`src/rtl/sequencer_pkg.sv`:
```
`default_nettype none
// ============================================================================
// Module   : sequencer_pkg
// Purpose  : Shared types for the sequencer step engine: the default note
//            width, the pattern entry layout and the step-engine state encoding.
// Ports    : none (package)
// Revision : 1.0 - initial release
// ============================================================================
package sequencer_pkg;

  // Default note-index width used by the keypad/programming side.
  localparam int DEF_NOTE_W = 4;

  // One pattern slot at the default note width: rest/sound flag plus note.
  typedef struct packed {
    logic                  active;
    logic [DEF_NOTE_W-1:0] note;
  } step_entry_t;

  typedef enum logic [1:0] {
    IDLE = 2'd0,
    RUN  = 2'd1,
    GATE = 2'd2
  } seq_state_t;

endpackage : sequencer_pkg
`default_nettype wire

```
`src/rtl/sequencer_step_engine_gate_timer.sv`:
```
`default_nettype none
// ============================================================================
// Module   : gate_timer
// Purpose  : Load/decrement counter that times the note gate. The gate is
//            open while the count is non-zero, so a load of N keeps busy_o high
//            for exactly N cycles; a load of 0 closes it immediately.
// Ports    : clk, rst      - clock, synchronous active-high reset
//            clr_i         - force count to zero (sequencer switched off)
//            load_i        - load load_val_i this cycle (beat)
//            load_val_i    - gate length to load
//            busy_o        - count is non-zero (gate open)
//            expire_o      - count is about to leave 1 with no reload/clear
// Revision : 1.0 - initial release
// ============================================================================
module gate_timer #(
  parameter int GATE_W = 16
) (
  input  logic              clk,
  input  logic              rst,
  input  logic              clr_i,
  input  logic              load_i,
  input  logic [GATE_W-1:0] load_val_i,
  output logic              busy_o,
  output logic              expire_o
);

  logic [GATE_W-1:0] cnt_q;
  logic [GATE_W-1:0] cnt_d;

  always_comb begin
    cnt_d = cnt_q;
    if (clr_i) begin
      cnt_d = '0;
    end else if (load_i) begin
      cnt_d = load_val_i;
    end else if (cnt_q != '0) begin
      cnt_d = cnt_q - 1'b1;
    end
  end

  always_ff @(posedge clk) begin
    if (rst) begin
      cnt_q <= '0;
    end else begin
      cnt_q <= cnt_d;
    end
  end

  assign busy_o   = (cnt_q != '0);
  assign expire_o = (cnt_q == GATE_W'(1)) && !load_i && !clr_i;

endmodule : gate_timer
`default_nettype wire

```
`src/rtl/sequencer_step_engine.sv`:
```
`default_nettype none
// ============================================================================
// Module   : sequencer_step_engine
// Purpose  : Steps through a programmable note pattern, one step per beat
//            strobe, emitting the step index, its note and a timed gate.
//            Holds the pattern RAM behind a single-cycle write port.
// Ports    : clk, rst              - clock, synchronous active-high reset
//            sequencer_on          - 1 = sequencer mode, 0 = piano mode (idle)
//            beat_pulse            - one-cycle beat strobe from the divider
//            wr_en/wr_step/wr_note/wr_active - pattern write port
//            gate_len              - gate duration in clk cycles (sampled on beat)
//            step_count            - loop length (only with SEQ_STEP_LEN_EN)
//            step_idx, note        - step currently sounding and its note
//            note_gate             - high while the note sounds
//            measure_pulse         - one-cycle strobe on the beat that wraps
// Config   : `define SEQ_STEP_LEN_EN adds the step_count port; without it the
//            loop length is fixed at NUM_STEPS.
// Revision : 1.0 - initial release
// ============================================================================
module sequencer_step_engine
  import sequencer_pkg::*;
#(
  parameter int NUM_STEPS = 8,
  parameter int NOTE_W    = DEF_NOTE_W,
  parameter int GATE_W    = 16,
  parameter int STEP_W    = $clog2(NUM_STEPS)
) (
  input  logic              clk,
  input  logic              rst,
  input  logic              sequencer_on,
  input  logic              beat_pulse,
  input  logic              wr_en,
  input  logic [STEP_W-1:0] wr_step,
  input  logic [NOTE_W-1:0] wr_note,
  input  logic              wr_active,
  input  logic [GATE_W-1:0] gate_len,
`ifdef SEQ_STEP_LEN_EN
  input  logic [STEP_W:0]   step_count,
`endif
  output logic [STEP_W-1:0] step_idx,
  output logic [NOTE_W-1:0] note,
  output logic              note_gate,
  output logic              measure_pulse
);

  typedef struct packed {
    logic              active;
    logic [NOTE_W-1:0] note;
  } entry_t;

  entry_t            pattern_q [NUM_STEPS];
  seq_state_t        state_q, state_d;
  logic [STEP_W-1:0] ptr_q, ptr_d;
  logic [STEP_W-1:0] step_q, step_d;
  logic [NOTE_W-1:0] note_q, note_d;
  logic              meas_q, meas_d;

  logic              tmr_load;
  logic [GATE_W-1:0] tmr_load_val;
  logic              tmr_busy;
  logic              tmr_expire;

  // Step actually played on a beat, and whether that beat ends the loop.
  logic [STEP_W-1:0] play_ptr;
  logic              wrap;
  logic              out_of_range;
  entry_t            play_entry;

`ifdef SEQ_STEP_LEN_EN
  logic [STEP_W:0]   eff_count;

  // Zero or oversize counts fall back to the full pattern length.
  assign eff_count    = (step_count == '0 || step_count > (STEP_W+1)'(NUM_STEPS))
                        ? (STEP_W+1)'(NUM_STEPS) : step_count;
  // A shortened loop can leave ptr past the end; that beat restarts at step 0.
  assign out_of_range = ({1'b0, ptr_q} >= eff_count);
  assign play_ptr     = out_of_range ? '0 : ptr_q;
  assign wrap         = ({1'b0, play_ptr} == eff_count - 1'b1);
`else
  assign out_of_range = 1'b0;
  assign play_ptr     = ptr_q;
  assign wrap         = (play_ptr == STEP_W'(NUM_STEPS - 1));
`endif

  // Registered RAM: a same-cycle write is not yet visible here.
  assign play_entry = pattern_q[play_ptr];

  always_comb begin
    state_d      = state_q;
    ptr_d        = ptr_q;
    step_d       = step_q;
    note_d       = note_q;
    meas_d       = 1'b0;
    tmr_load     = 1'b0;
    tmr_load_val = '0;
    if (!sequencer_on) begin
      state_d = IDLE;
      ptr_d   = '0;
      step_d  = '0;
      note_d  = '0;
    end else begin
      case (state_q)
        IDLE: state_d = RUN;
        default: begin
          if (beat_pulse) begin
            step_d   = play_ptr;
            note_d   = play_entry.note;
            ptr_d    = wrap ? '0 : play_ptr + 1'b1;
            meas_d   = wrap || out_of_range;
            // Every beat reloads the timer; a rest or zero length closes it.
            tmr_load = 1'b1;
            if (play_entry.active && gate_len != '0) begin
              tmr_load_val = gate_len;
              state_d      = GATE;
            end else begin
              state_d      = RUN;
            end
          end else if (state_q == GATE && tmr_expire) begin
            state_d = RUN;
          end
        end
      endcase
    end
  end

  always_ff @(posedge clk) begin
    if (rst) begin
      state_q <= IDLE;
      ptr_q   <= '0;
      step_q  <= '0;
      note_q  <= '0;
      meas_q  <= 1'b0;
    end else begin
      state_q <= state_d;
      ptr_q   <= ptr_d;
      step_q  <= step_d;
      note_q  <= note_d;
      meas_q  <= meas_d;
    end
  end

  always_ff @(posedge clk) begin
    if (rst) begin
      for (int i = 0; i < NUM_STEPS; i++) begin
        pattern_q[i] <= '0;
      end
    end else if (wr_en) begin
      pattern_q[wr_step] <= '{active: wr_active, note: wr_note};
    end
  end

  gate_timer #(
    .GATE_W (GATE_W)
  ) u_gate_timer (
    .clk        (clk),
    .rst        (rst),
    .clr_i      (!sequencer_on),
    .load_i     (tmr_load),
    .load_val_i (tmr_load_val),
    .busy_o     (tmr_busy),
    .expire_o   (tmr_expire)
  );

  assign step_idx      = step_q;
  assign note          = note_q;
  assign note_gate     = tmr_busy;
  assign measure_pulse = meas_q;

endmodule : sequencer_step_engine
`default_nettype wire

```
`config.mk`:
```
export PLATFORM = sky130hd
export DESIGN_NAME = sequencer_step_engine
export DESIGN_NICKNAME = d
export VERILOG_FILES = /design/src/rtl/sequencer_pkg.sv /design/src/rtl/sequencer_step_engine_gate_timer.sv /design/src/rtl/sequencer_step_engine.sv
export SDC_FILE = /design/constraint.sdc
export NUM_CORES = 1
export LEC_CHECK = 0
export CAP_MARGIN = 5
export CORE_MARGIN = 2
export CORE_UTILIZATION = 50
export DETAILED_ROUTE_END_ITERATION = 12
export PLACE_DENSITY = 0.76
export SETUP_SLACK_MARGIN = 0.05
export SLEW_MARGIN = 15
export SYNTH_ARGS = -nofsm -noshare
export SYNTH_HDL_FRONTEND = slang
export SYNTH_SLANG_ARGS = --single-unit
```
`constraint.sdc`:
```
create_clock -name clk -period 2.7 [get_ports clk]
set_input_delay 0.405 -clock clk [delete_from_list [all_inputs] [get_ports clk]]
set_output_delay 0.405 -clock clk [all_outputs]
set_load 0.1 [all_outputs]
```
==> flow_summary.ini <==
[outcome]
outcome = finished, final reports clean

[cts]
cts_made_buffers = 9
cts-root-buf = clkbuf_8
htreeDepth = 3
clock_latency_ps = 340
clkTransAtPathRegs_ps = 80
cts-hold-fix-buffers = 0
cts_sinks = 72
clockBufferDepth = 2
cts_tree = built

[placed_design]
placedCellCount = 392
hpwl_mm = 5.02
portBuffers = 37
place_ws_ps = 176
gp_congestion = 0.816

[sta]
layout_setup_ws_ps = 147
finalSetupTns_ps = 0
fmax_ghz = 0.392
timing.max_slew.rel_slack = 0.320
slew_violations = 0
hold_viol = 0
finalCritPeriodShare = 0.945
rsz0062_at_grt = false
tightest_slew_ps = 1020
setup_violations = 0
period_minus_slack_ps = 2550
clock_skew_ps = 8.58
timing.hold.ws_ps = 467

[global_routing]
antenna_found_initial = 0
grt_max_degree = 17
grt_pass1_vias = 2322
grt_pass1_wl_mm = 11.6
track_usage = 0.210
overflow = 0

[detailed_routing]
postRouteAntennaNets = 0
drt_iter0_drc = 87
vias_per_cell = 5.56
drc = 0
num_vias = 2274
dr.pass1.iters = 4
avgRoutedWirePerCell_microns = 17.2
drt-total-wl_mm = 7.03

[critical_path]
cp.arrival_ps = 2150
slowest_stage = or4_4
r2r_setup_slack_ps = 310
worst_setup_path_end_kind = primary output
regToRegEndpoint = u_gate_timer.cnt_q[4]$_SDFFE_PP0P_
cp-start-kind = register
reg2regPathDepth = 5
critPathTopFamily = simple AND/OR/NAND/NOR gates
path_max_fanout = 6
path_cells = or4_4 > nand4bb_4 > or3_4 > buf_12
path_class = register to primary output
critPathBufInv = 1
max_stage_delay_ps = 570
worstPathRequired_ps = 2300

[synth]
netlist_instances = 276
yosysUniqueCellTypes = 43
syn-num-nets = 309
synth_xor_area_frac = 0.0318
synth_simple_gate_area_frac = 0.219
synth_compound_area_frac = 0.0757
synth_warnings = 0
syn_area_sq_um = 3310
synth-seq-area-share = 0.557
synth_adder_area_share = 0.0151
synth_top_family_by_area = simple AND/OR/NAND/NOR gates
ys_ff_latch = 72
synth.area.mux_share = 0.0825
synth.avg_cell_area_sq_um = 12.0

[floorplan]
die_area_sq_um = 7280
fp.coreArea_sq_um = 6390
initial_utilization = 0.518
dieHeight_microns = 85.3
die_w_microns = 85.3
ioPinCount = 38
std_cell_rows = 29

[finish]
area_growth_pct = 22.0
drive_above_1_share = 0.184
layout.nets = 360
layout_commonest_cell = and2_1
diodes = 0
instances_no_fill = 409
nFillCells = 516
final_cell_mix = and2_1, edfxtp_1, dfxtp_1

[worst_hold_path]
hold-path-endpoint = step_idx[1]$_SDFFE_PP0N_
hold_start = step_idx[1]$_SDFFE_PP0N_
whs_path_depth = 2
hold_path_class = register to register

[pwr]
powerDensity_nw_per_um2 = 834
vdd_drop_max_v = 0.00124
p_leak_nw = 1.46
total_power_mw = 3.36

[job]
maxCapViolations = 0
## metrics by stage
| stage | utilization | instance area (sq um) |
|---|---|---|
| after detailed placement | 0.596 | 3810 |
| after CTS | 0.630 | 4020 |
| final | 0.631 | 4030 |
| after floorplan | - | 3310 |
| after global placement | 0.596 | 3810 |
| after global routing | 0.631 | 4030 |
## state kept, by name, indices dropped and copies added, names as in the netlist, named ones only
register / count
step_idx: 3
pattern_q: 40
u_gate_timer.cnt_q: 16
play_ptr: 3
state_q: 2
measure_pulse: 1
note: 4
## cells in the mapped netlist, drive strengths merged
cell     number  area share
xor2          4       0.011
xnor2         8       0.021
nor3b         2      0.0061
nand3b        1      0.0023
nor2         17       0.019
inv           4      0.0045
edfxtp       40        0.36
or2           8       0.015
nor4         11       0.021
ha            4       0.015
a221oi        1      0.0026
nor2b         1      0.0019
mux2i         7       0.021
or3b          1      0.0026
nand4         2      0.0038
nand4bb       1      0.0083
nor3          8       0.012
or4           2      0.0057
a22o          4       0.011
a2bb2oi       1      0.0026
o21ai         5      0.0076
nand2        17       0.020
nand4b        1      0.0026
a211oi        4      0.0091
buf           5      0.0083
a21oi         6      0.0091
and4b         1      0.0030
o2bb2ai      11       0.029
a21o          1      0.0023
o31a          1      0.0026
nand3         5      0.0076
or3           1      0.0019
clkbuf        5      0.0057
and4          1      0.0026
and2         42       0.079
nand2b        2      0.0038
dfxtp        32        0.19
mux4          9       0.061
## how the worst max path moves through the flow
| stage | cells past startpoint | slack [ps] | to | start |
|---|---|---|---|---|
| final | 4 | 150 | note_gate | u_gate_timer.cnt_q[4]$_SDFFE_PP0P_ |
| after global routing | 4 | 80 | note_gate | u_gate_timer.cnt_q[4]$_SDFFE_PP0P_ |
| after CTS | 4 | 100 | note_gate | u_gate_timer.cnt_q[4]$_SDFFE_PP0P_ |
| after detailed placement | 6 | 180 | u_gate_timer.cnt_q[0]$_SDFFE_PP0P_ | gate_len[7] |
| after global placement | 6 | 280 | u_gate_timer.cnt_q[4]$_SDFFE_PP0P_ | gate_len[6] |
| after floorplan | 6 | 400 | u_gate_timer.cnt_q[0]$_SDFFE_PP0P_ | u_gate_timer.cnt_q[4]$_SDFFE_PP0P_ |
## report_power, final
group / total (mW) / leakage (nW) / internal (mW) / switching [mW]
clock network: 0.914 / 0.110 / 0.517 / 0.396
logic: 1.11 / 0.707 / 0.500 / 0.605
registers: 1.34 / 0.644 / 1.26 / 0.0810
## cells by family after synthesis
| logic type | count (synthesis) |
|---|---|
| buffers and inverters | 14 |
| XOR/XNOR | 12 |
| adder cells (fa/ha/maj) | 4 |
| AO/OA/AOI/OAI | 34 |
| AND/OR/NAND/NOR | 124 |
| flip-flops | 72 |
| multiplexers | 16 |
## worst min-delay path: cells and delay by family, from the launching register on
kind / cells / cell delay [ps]
flip-flops: 1 / 320
AND/OR/NAND/NOR: 1 / 50
AO/OA/AOI/OAI: 1 / 50
## cell type report
type                            instances  area (sq um)  share of cell area
Clock inverter                          6          83.8              0.0208
Multi-Input combinational cell        190          1410               0.349
Sequential cell                        72          1840               0.457
Clock buffer                           10           128              0.0317
Timing Repair Buffer                   50           458               0.114
Tap cell                               77          96.3              0.0239
Inverter                                4          15.0             0.00372
## what timing repair did
item	in CTS	in global routing
pin swaps	0	1
gates resized for setup	1	1
setup endpoints to repair	1	1
setup buffers	0	1
## routing by layer
metal  vias up  wire (microns)  GRT usage
met2        45            3580      0.359
met4         0             134      0.101
li1       1123               -          -
met3        13             219     0.0360
met5         -               0          0
met1      1093            3090      0.257
Power figures use the tool's default switching activity.
